==> src/rtl/dmem_io_mmap.sv <==
`timescale 1ns/1ps
// ---------------------------------------------------------------------------
// dmem_io_mmap
//
// This module is the processor data RAM with a 16-word memory-mapped I/O
// window at the top of the address space. A write takes one cycle. A read is
// combinational.
//
// After reset, a hardware sweep clears the RAM. This happens only when
// CLEAR_ON_RESET is 1.
//
// Address map (offset = ADDR - IO_BASE):
//   0..5   synchronised input port i (read-only, reads 0 when i >= N_IN)
//   6      STATUS : sticky change flags, write-1-to-clear
//   7      MASK   : interrupt enables
//   8..13  output register j (reads 0 and ignores writes when j >= N_OUT)
//   14,15  reserved, read 0
//
// Ports:
//   CLK        system clock, rising edge
//   RESET      synchronous active-high reset
//   ADDR       word address
//   DATA       write data
//   MW         write strobe (Q reads 0 while MW is high)
//   Q          combinational read data
//   IN_PORTS   asynchronous inputs, port i at [i*DW +: DW]
//   OUT_PORTS  output registers, port j at [j*DW +: DW]
//   IRQ        any STATUS bit set with its MASK bit set
//   BUSY       clear sweep in progress
// ---------------------------------------------------------------------------
module dmem_io_mmap #(
    parameter int DW             = 8,
    parameter int AW             = 8,
    parameter int N_IN           = 3,
    parameter int N_OUT          = 4,
    parameter int CLEAR_ON_RESET = 1
) (
    input  logic                  CLK,
    input  logic                  RESET,
    input  logic [AW-1:0]         ADDR,
    input  logic [DW-1:0]         DATA,
    input  logic                  MW,
    output logic [DW-1:0]         Q,
    input  logic [N_IN*DW-1:0]    IN_PORTS,
    output logic [N_OUT*DW-1:0]   OUT_PORTS,
    output logic                  IRQ,
    output logic                  BUSY
);

    localparam int IO_BASE    = 2**AW - 16;
    localparam int MEM_WORDS  = IO_BASE;
    localparam int OFF_STATUS = 6;
    localparam int OFF_MASK   = 7;
    localparam int OFF_OUT0   = 8;
    localparam logic [AW-1:0] LAST_WORD = AW'(MEM_WORDS - 1);

    typedef enum logic {
        S_IDLE  = 1'b0,
        S_SWEEP = 1'b1
    } state_t;

    // -----------------------------------------------------------------------
    // Address decode
    // -----------------------------------------------------------------------
    // The I/O window is the top 16 words, so the upper address bits are all
    // ones exactly when the address is at or above IO_BASE.
    logic       io_sel;
    logic [3:0] offset;

    assign io_sel = &ADDR[AW-1:4];
    assign offset = ADDR[3:0];

    // -----------------------------------------------------------------------
    // Clear-sweep FSM
    // -----------------------------------------------------------------------
    state_t          state_q, state_d;
    logic [AW-1:0]   cnt_q, cnt_d;

    // NOTE: sequential state uses non-blocking assignments so every register
    // samples its pre-edge value, independent of block ordering.
    always_ff @(posedge CLK) begin
        state_q <= state_d;
        cnt_q   <= cnt_d;
    end

    // Reset is synchronous, so it is folded into the next-state logic. Reset
    // restarts the sweep from word 0 from any state, including mid-sweep.
    // NOTE: every combinational output gets a default first; a path that
    // leaves a variable unassigned would infer a latch.
    always_comb begin
        state_d = state_q;
        cnt_d   = cnt_q;
        if (RESET) begin
            state_d = S_SWEEP;
            cnt_d   = '0;
        end else if (state_q == S_SWEEP) begin
            cnt_d = cnt_q + AW'(1);
            if (cnt_q == LAST_WORD) begin
                state_d = S_IDLE;
            end
        end
        // Without the clear feature the sweep never starts.
        if (CLEAR_ON_RESET == 0) begin
            state_d = S_IDLE;
            cnt_d   = '0;
        end
    end

    assign BUSY = (state_q == S_SWEEP);

    // -----------------------------------------------------------------------
    // Write enables. The order of priority is reset, then the sweep write,
    // then the CPU write.
    // -----------------------------------------------------------------------
    logic sweep_we;
    logic ram_we;
    logic io_we;
    logic wr_status;
    logic wr_mask;

    assign sweep_we  = BUSY && !RESET;
    assign ram_we    = MW && !io_sel && !BUSY && !RESET;
    assign io_we     = MW && io_sel && !RESET;
    assign wr_status = io_we && (int'(offset) == OFF_STATUS);
    assign wr_mask   = io_we && (int'(offset) == OFF_MASK);

    // -----------------------------------------------------------------------
    // RAM
    // -----------------------------------------------------------------------
    logic [DW-1:0] mem [MEM_WORDS];

    // NOTE: the RAM array has no reset term. This keeps it mappable to block
    // RAM. Clearing the RAM is the job of the sweep, not of RESET.
    always_ff @(posedge CLK) begin
        if (sweep_we) begin
            mem[cnt_q] <= '0;
        end else if (ram_we) begin
            mem[ADDR] <= DATA;
        end
    end

    // -----------------------------------------------------------------------
    // Input synchronisers and change detection
    // -----------------------------------------------------------------------
    logic [N_IN*DW-1:0] sync1_q, sync2_q, prev_q;
    logic [N_IN-1:0]    change;

    always_comb begin
        change = '0;
        for (int i = 0; i < N_IN; i++) begin
            change[i] = |(sync2_q[i*DW +: DW] ^ prev_q[i*DW +: DW]);
        end
    end

    // -----------------------------------------------------------------------
    // STATUS / MASK / output registers
    // -----------------------------------------------------------------------
    logic [N_IN-1:0]     status_q, status_d;
    logic [N_IN-1:0]     mask_q, mask_d;
    logic [N_OUT*DW-1:0] out_q, out_d;

    // W1C clear and change-detect set can land on the same edge; OR-ing the
    // set in last makes the set win.
    always_comb begin
        status_d = '0;
        for (int i = 0; i < N_IN; i++) begin
            status_d[i] = (status_q[i] & ~(wr_status & DATA[i])) | change[i];
        end
    end

    assign mask_d = wr_mask ? DATA[N_IN-1:0] : mask_q;

    always_comb begin
        out_d = out_q;
        for (int j = 0; j < N_OUT; j++) begin
            if (io_we && (int'(offset) == OFF_OUT0 + j)) begin
                out_d[j*DW +: DW] = DATA;
            end
        end
    end

    always_ff @(posedge CLK) begin
        if (RESET) begin
            sync1_q  <= '0;
            sync2_q  <= '0;
            prev_q   <= '0;
            status_q <= '0;
            mask_q   <= '0;
            out_q    <= '0;
        end else begin
            sync1_q  <= IN_PORTS;
            sync2_q  <= sync1_q;
            prev_q   <= sync2_q;
            status_q <= status_d;
            mask_q   <= mask_d;
            out_q    <= out_d;
        end
    end

    assign OUT_PORTS = out_q;
    assign IRQ       = |(status_q & mask_q);

    // -----------------------------------------------------------------------
    // Read path
    // -----------------------------------------------------------------------
    logic [DW-1:0] rd_io;

    // Unimplemented input/output slots and the reserved words fall through
    // to the zero default.
    always_comb begin
        rd_io = '0;
        for (int i = 0; i < N_IN; i++) begin
            if (int'(offset) == i) begin
                rd_io = sync2_q[i*DW +: DW];
            end
        end
        if (int'(offset) == OFF_STATUS) begin
            rd_io[N_IN-1:0] = status_q;
        end
        if (int'(offset) == OFF_MASK) begin
            rd_io[N_IN-1:0] = mask_q;
        end
        for (int j = 0; j < N_OUT; j++) begin
            if (int'(offset) == OFF_OUT0 + j) begin
                rd_io = out_q[j*DW +: DW];
            end
        end
    end

    // Q reads 0 on write cycles. RAM reads also return 0 while the sweep
    // runs, so the CPU never sees RAM that has only been partly cleared.
    always_comb begin
        if (MW) begin
            Q = '0;
        end else if (io_sel) begin
            Q = rd_io;
        end else if (BUSY) begin
            Q = '0;
        end else begin
            Q = mem[ADDR];
        end
    end

endmodule
==> config.mk <==
export PLATFORM = sky130hd
export DESIGN_NAME = dmem_io_mmap
export DESIGN_NICKNAME = d
export VERILOG_FILES = /design/src/rtl/dmem_io_mmap.sv
export SDC_FILE = /design/constraint.sdc
export NUM_CORES = 2
export LEC_CHECK = 0
export ABC_AREA = 0
export CAP_MARGIN = 10
export CORE_MARGIN = 3
export CORE_UTILIZATION = 40
export CTS_BUF_LIST = sky130_fd_sc_hd__clkbuf_4
export DETAILED_ROUTE_END_ITERATION = 7
export PLACE_DENSITY = 0.65
export SETUP_SLACK_MARGIN = 0.15
export SYNTH_ARGS = -nofsm -noshare
export SYNTH_HDL_FRONTEND = slang
export SYNTH_SLANG_ARGS = --single-unit
==> constraint.sdc <==
create_clock -name CLK -period 9.3 [get_ports CLK]
set_input_delay 2.325 -clock CLK [delete_from_list [all_inputs] [get_ports CLK]]
set_output_delay 2.325 -clock CLK [all_outputs]
set_load 0.005 [all_outputs]
== Word-level counts from Yosys, hierarchy flattened ==
Memories as Yosys holds them, arrays and structs flattened.
Cells that the tools add are included.

* Register bits: 119
* Latch bits: 0
* Memory bits (writable): 1,920
* Memory bits (read-only): 0
* Bits of input ports: 43
* Output and inout bits: 42
* Word-level logic and storage cells: 82
* Memories: 1

{| class="wikitable"
|+ Memory list
! name !! words !! width !! rd ports !! clocked after memory_dff !! wr ports !! line !! RTL
|-
| mem || 240 || 8 || 1 || 0 || 1 || 130 || <nowiki>logic [DW-1:0] mem [MEM_WORDS];</nowiki>
|}

* Add/subtract/negate cells: 1
* Multiply operators: 0
* Divide/modulo/power cells: 0
* Magnitude comparators: 0
* Equality and inequality tests: 9
* Shifts and indexed selects: 0
* Mux-type cells: 22
* Bitwise operators: 16
* Reduce and logical (&&, ||, !) cells: 22

{| class="wikitable"
|+ Operators with widths
! kind !! number
|-
| $mux W8 || 12
|-
| $reduce_or A8 Y1 || 4
|-
| $eq A4 B4 Y1 const B || 6
|-
| $xor A8 B8 Y8 || 3
|-
| $logic_and A1 B1 Y1 || 12
|-
| $add A8 B1 Y8 const B || 1
|-
| $eq A8 B8 Y1 const B || 1
|-
| $mux W1 || 8
|-
| $and A1 B1 Y1 || 6
|-
| $mux W3 || 2
|-
| $eq A4 B2 Y1 const B || 1
|-
| $eq A4 B3 Y1 const B || 1
|-
| $logic_not A4 Y1 || 1
|-
| $reduce_and A4 Y1 || 1
|-
| $and A3 B3 Y3 || 1
|-
| $logic_not A1 Y1 || 3
|-
| $not A1 Y1 || 3
|-
| $or A1 B1 Y1 || 3
|-
| $reduce_or A3 Y1 || 1
|}

== Depth between registers and ports, before layout ==
* Depth after elaboration: 12
* Depth in mapped cells: 14
* Depth with buffers taken out: 7

== Worst setup path before layout ==
OpenSTA, ideal clock, no wires.

* Path kind: input port to flip-flop
* Start point: input port ADDR[4]
* End point: memory mem[0][0] (data pin)
* Setup time: 827 ps
* Arrival: 6,583 ps
* Data required time: 8,473 ps
* Setup slack: 1,890 ps
* Cell stages on the path: 7
* Path buffers: 4
* Path through: buf_2 -> and4_1 -> clkbuf_1 -> nor3_1 -> buf_2 -> clkbuf_1 -> and2_1

* Longest elaborated chain between the ends: 10

{| class="wikitable"
|+ Ends and longest elaborated chain
! what !! line !! RTL
|-
| start: declaration || 40 || <nowiki>input logic [AW-1:0] ADDR,</nowiki>
|-
| $reduce_and A4 Y1 || 70 || <nowiki>assign io_sel = &ADDR[AW-1:4];</nowiki>
|-
| $logic_not A1 Y1 || 122 || <nowiki>assign ram_we = MW && !io_sel && !BUSY && !RESET;</nowiki>
|-
| $logic_and A1 B1 Y1 (3 in a row) || 122 ||
|-
| $mux W1 || 137 || <nowiki>end else if (ram_we) begin</nowiki>
|-
| $mux W1 || 135 || <nowiki>if (sweep_we) begin</nowiki>
|-
| $mux W1 (implied by the code) || 138 || <nowiki>mem[ADDR] <= DATA;</nowiki>
|-
| $reduce_or A8 Y1 (no line) || -- ||
|-
| $mux W8 (no line) || -- ||
|-
| end: declaration || 130 ||
|}

Every way passes these cells.

== Final worst setup path ==
* Start point: input port ADDR[0]
* End point: output port Q[1]

* Longest elaborated chain between the ends: 12
* Elaborated cells between the ends (all ways): 22
* Classes of those cells: 8 x eq/ne; 12 x mux; 1 x reduce/logical; 1 x memory

{| class="wikitable"
|+ Ends and longest elaborated chain
! what !! line !! RTL
|-
| $logic_not A4 Y1 || 213 || <nowiki>if (int'(offset) == i) begin</nowiki>
|-
| $mux W8 (3 in a row) || 213 ||
|-
| $mux W3 || 217 || <nowiki>if (int'(offset) == OFF_STATUS) begin</nowiki>
|-
| $mux W3 || 220 || <nowiki>if (int'(offset) == OFF_MASK) begin</nowiki>
|-
| $mux W8 (4 in a row) || 224 || <nowiki>if (int'(offset) == OFF_OUT0 + j) begin</nowiki>
|-
| $mux W8 * || 235 || <nowiki>end else if (io_sel) begin</nowiki>
|-
| $mux W8 * || 233 || <nowiki>if (MW) begin</nowiki>
|-
| end: declaration || 43 || <nowiki>output logic [DW-1:0] Q,</nowiki>
|}

Every way passes the cells marked *; elsewhere a longest branch is shown, timed or not.

==> impl_results.md <==
- Area leader, netlist: edfxtp_1
- Row count: 163
- Fraction of layout cells with a size suffix above 1: 31.1%
- Slew Limit Fails: 0
- Root buffer cell: clkbuf_4
- Worst Skew: 0.114 ns
- Cell breakdown of the critical path: buf_8 > buf_12 > mux4_2 > mux4_2 > nor2_1 > a31oi_1 > nand4_1 > and3_1 > a221oi_1 > clkdlybuf4s50_1
- Slew @ Worst Pin: 1.32 ns
- Maxcap violations: 0
- Die ar.: between 200,000 and 250,000 sq um
- Synth Flop Type: edfxtp_1
- Crit path capture type: output port
- Hold Crit Class: flip-flop to flip-flop
- Most common cell in the synthesized netlist: edfxtp_1
- Grt total ovfl: 0
- Status: finished clean
- Layout area overhead: 13.3%
- CTS tree: done
- TritonRoute pass-1 iters: 6
- Minimum clock period: 8.87 ns
- Highest Clock Rate: 113 MHz
- Via-per-instance ratio: 5.74
- Hold Violations, Final: 0
- Syn Std Cell Area: slightly below 80,000 sq um
- Worst-path fanout max: 43
- Slowest CP cell: a221oi_1
- Vias in the first global route: 43,000
- Largest net degree at the start of global routing: 209
- GP Congestion: 0.870
- Buffers on Ports: 84
- Inserted Clock Buffers: 539
- Clock latency on the worst-skew pair: 1.32 ns
- Clock Tree Buf Depth: 4
- Fraction of registers with async set or reset after synthesis: 0%
- EDFF count, synth: 1,920
- Final ANT Viol Nets: 0
- Mapped Cells: 3,936
- FF/Latch Area: 60,000 sq um
- Syn avg cell area: roughly 20 sq um
- WL final: 211 mm
- Filler cells: 16,600
- Crit path required time: 6.98 ns
- Vias: 42,800
- Antenna violations before repair: 7
- Hold-fix buffers, CTS: 0
- Largest stage delay, worst path: around 1.0 ns
- DRT iter0 DRCs: between 5,000 and 6,000
- Initial Util: between 40% and 50%
- Post-synth cell types: 68
- DR WL/cell: 28.4 um
- Top Ports: 85
- #FFs+latches synth: 2,039
- Peak supply drop: 90.0 uV
- Remaining DRCs: 0
- Slew headroom: 10.9%
- Die height: around 450 um
- Post-DP Area: around 84,000 sq um
- CP Class: input port to output port
- Crit path max-delay family: compound AO/OA/AOI/OAI gates
- Startpoint types: input port
- Clock slew at reported path FFs: 0.06 ns
- Clock sink count: about 2,000
- PostCTS Resize Cnt: 0
- Nets: 4,508
- CTS H-tree depth: 6
- Top cells by count, synth: edfxtp_1, mux4_2, nor2_1
- Pleak: about 33 nW
- Most frequent CP cell: mux4_2
- RSZ-0062 raised after global routing: false
- Arr. time, crit path: about 6.6 ns
- First-pass GRT wire length: 305 mm
- Yosys warns: 0
- Core Area: between 150,000 and 200,000 sq um
- Gr usage total: between 20% and 30%
- Layout Cell Area excl Fill: 90,200 sq um
- Die width: 452 um
- Syn nets: slightly below 4,000
- Post-CTS Setup Bufs: 0
- Final setup fails: 0
- Power density of the placed cells: 200 nW/um^2
- Dpl hpwl: 128 mm
- Critical path buffers and inverters: 3
- Final TNS setup: 0 ns
- Yosys top cell area share: 72.4%
- Area contributors post-synth: edfxtp_1, mux4_2, dfxtp_1
- Sequential area share after synthesis: 75.4%
- Period utilisation layout: a little over nine tenths
- Area of the multi-input gates: 18,300 sq um
## layer usage
layer | global-route usage [%] | vias to the layer above | part of all wire (%)
li1 | - | 17500 | -
met1 | 28.5 | 22300 | 40
met2 | 31.0 | 2476 | 46
met3 | 5.27 | 487 | 10
met4 | 8.12 | 0 | 3.8
met5 | 0 | - | 0
## through the flow
stage / utilization (%) / cells / setup WS, ns / hold WS (ns) / power, mW
6_report: 45.6 / 7443 / 0.428 / 0.456 / 18.0
5_1_grt: 45.6 / 7434 / 0.255 / 0.465 / 18.7
4_1_cts: 45.6 / 7430 / 0.296 / 0.455 / 18.1
3_5_place_dp: 42.4 / 6563 / 0.294 / 0.426 / 10.8
3_3_place_gp: 42.4 / 6563 / 0.267 / 0.424 / 10.8
2_1_floorplan: - / 3936 / 1.89 / 0.414 / 10.5
## sequential cells by signal, summed over array words and instances (netlist names)
name,count
status_q,3
sync1_q,24
prev_q,24
OUT_PORTS,32
mask_q,3
sync2_q,24
mem,1920
cnt_q,8
BUSY,1
## layout make-up
| class | instances | area share (%) |
|---|---|---|
| multi-input combinational | 1652 | 20.3 |
| tap | 2640 | 3.66 |
| clock inverter | 112 | 0.684 |
| inverter | 6 | 0.0250 |
| sequential | 2039 | 66.6 |
| antenna | 13 | 0.0361 |
| clock buffer | 755 | 6.29 |
| timing repair buffer | 226 | 2.45 |
## power by group
group,internal [mW],switching [mW]
clock network,3.90,3.53
registers,9.90,0.0130
logic,0.251,0.403
total,14.1,3.95
## cell families (layout without fill, tap and decap cells)
family	Yosys count	in the layout	share of synthesized area [%]
flops	2039	2039	75.4
compound gates	296	296	2.55
mux	656	656	16.1
buf+inv	245	1099	1.69
simple gates	669	669	3.89
fa+ha+maj	1	1	0.0157
other cells	0	13	0
xor+xnor	30	30	0.330
## worst register-to-register path, delay by kind of cell (launching register included)
family | cells | cell delay [ns]
and+or+nand+nor | 4 | 2.96
buffers and inverters | 2 | 0.63
AOI/OAI and AO/OA | 1 | 0.24
DFF | 1 | 0.31
## placed cells by master (no fill, tap or decap), types with 11 or more instances in the layout
cell type,netlist,routed
edfxtp_1,1920,1920
clkbuf_4,0,755
mux4_2,497,497
nor2_1,318,317
mux2i_1,142,142
dfxtp_1,119,119
buf_4,31,119
nand2_1,107,107
nor2b_1,90,88
clkinv_1,0,83
clkdlybuf4s50_1,0,76
a21oi_1,67,67
o21ai_0,37,37
a22oi_1,34,34
xor2_1,28,28
o22ai_1,26,26
nor3_1,27,26
buf_12,1,24
or3_1,26,23
or2_2,22,22
a221oi_1,18,18
mux2_2,17,17
a211oi_1,15,15
inv_2,0,14
nand3_1,14,14
diode_2,0,13
nand2b_1,13,13
a31oi_1,12,12
o221ai_1,12,12
nand4_1,11,11
## worst paths after layout
check	start	endpoint	slack, ns	depth (start not counted)
worst max-delay path	ADDR[0]	Q[1]	0.43	10
worst min-delay path	sync1_q[15]	sync2_q[15]	0.46	1
worst max register to register	BUSY	mem[3][5]	4.70	7
worst min register to register	sync1_q[15]	sync2_q[15]	0.46	1
No activity file was read; power rests on OpenSTA's default activity.
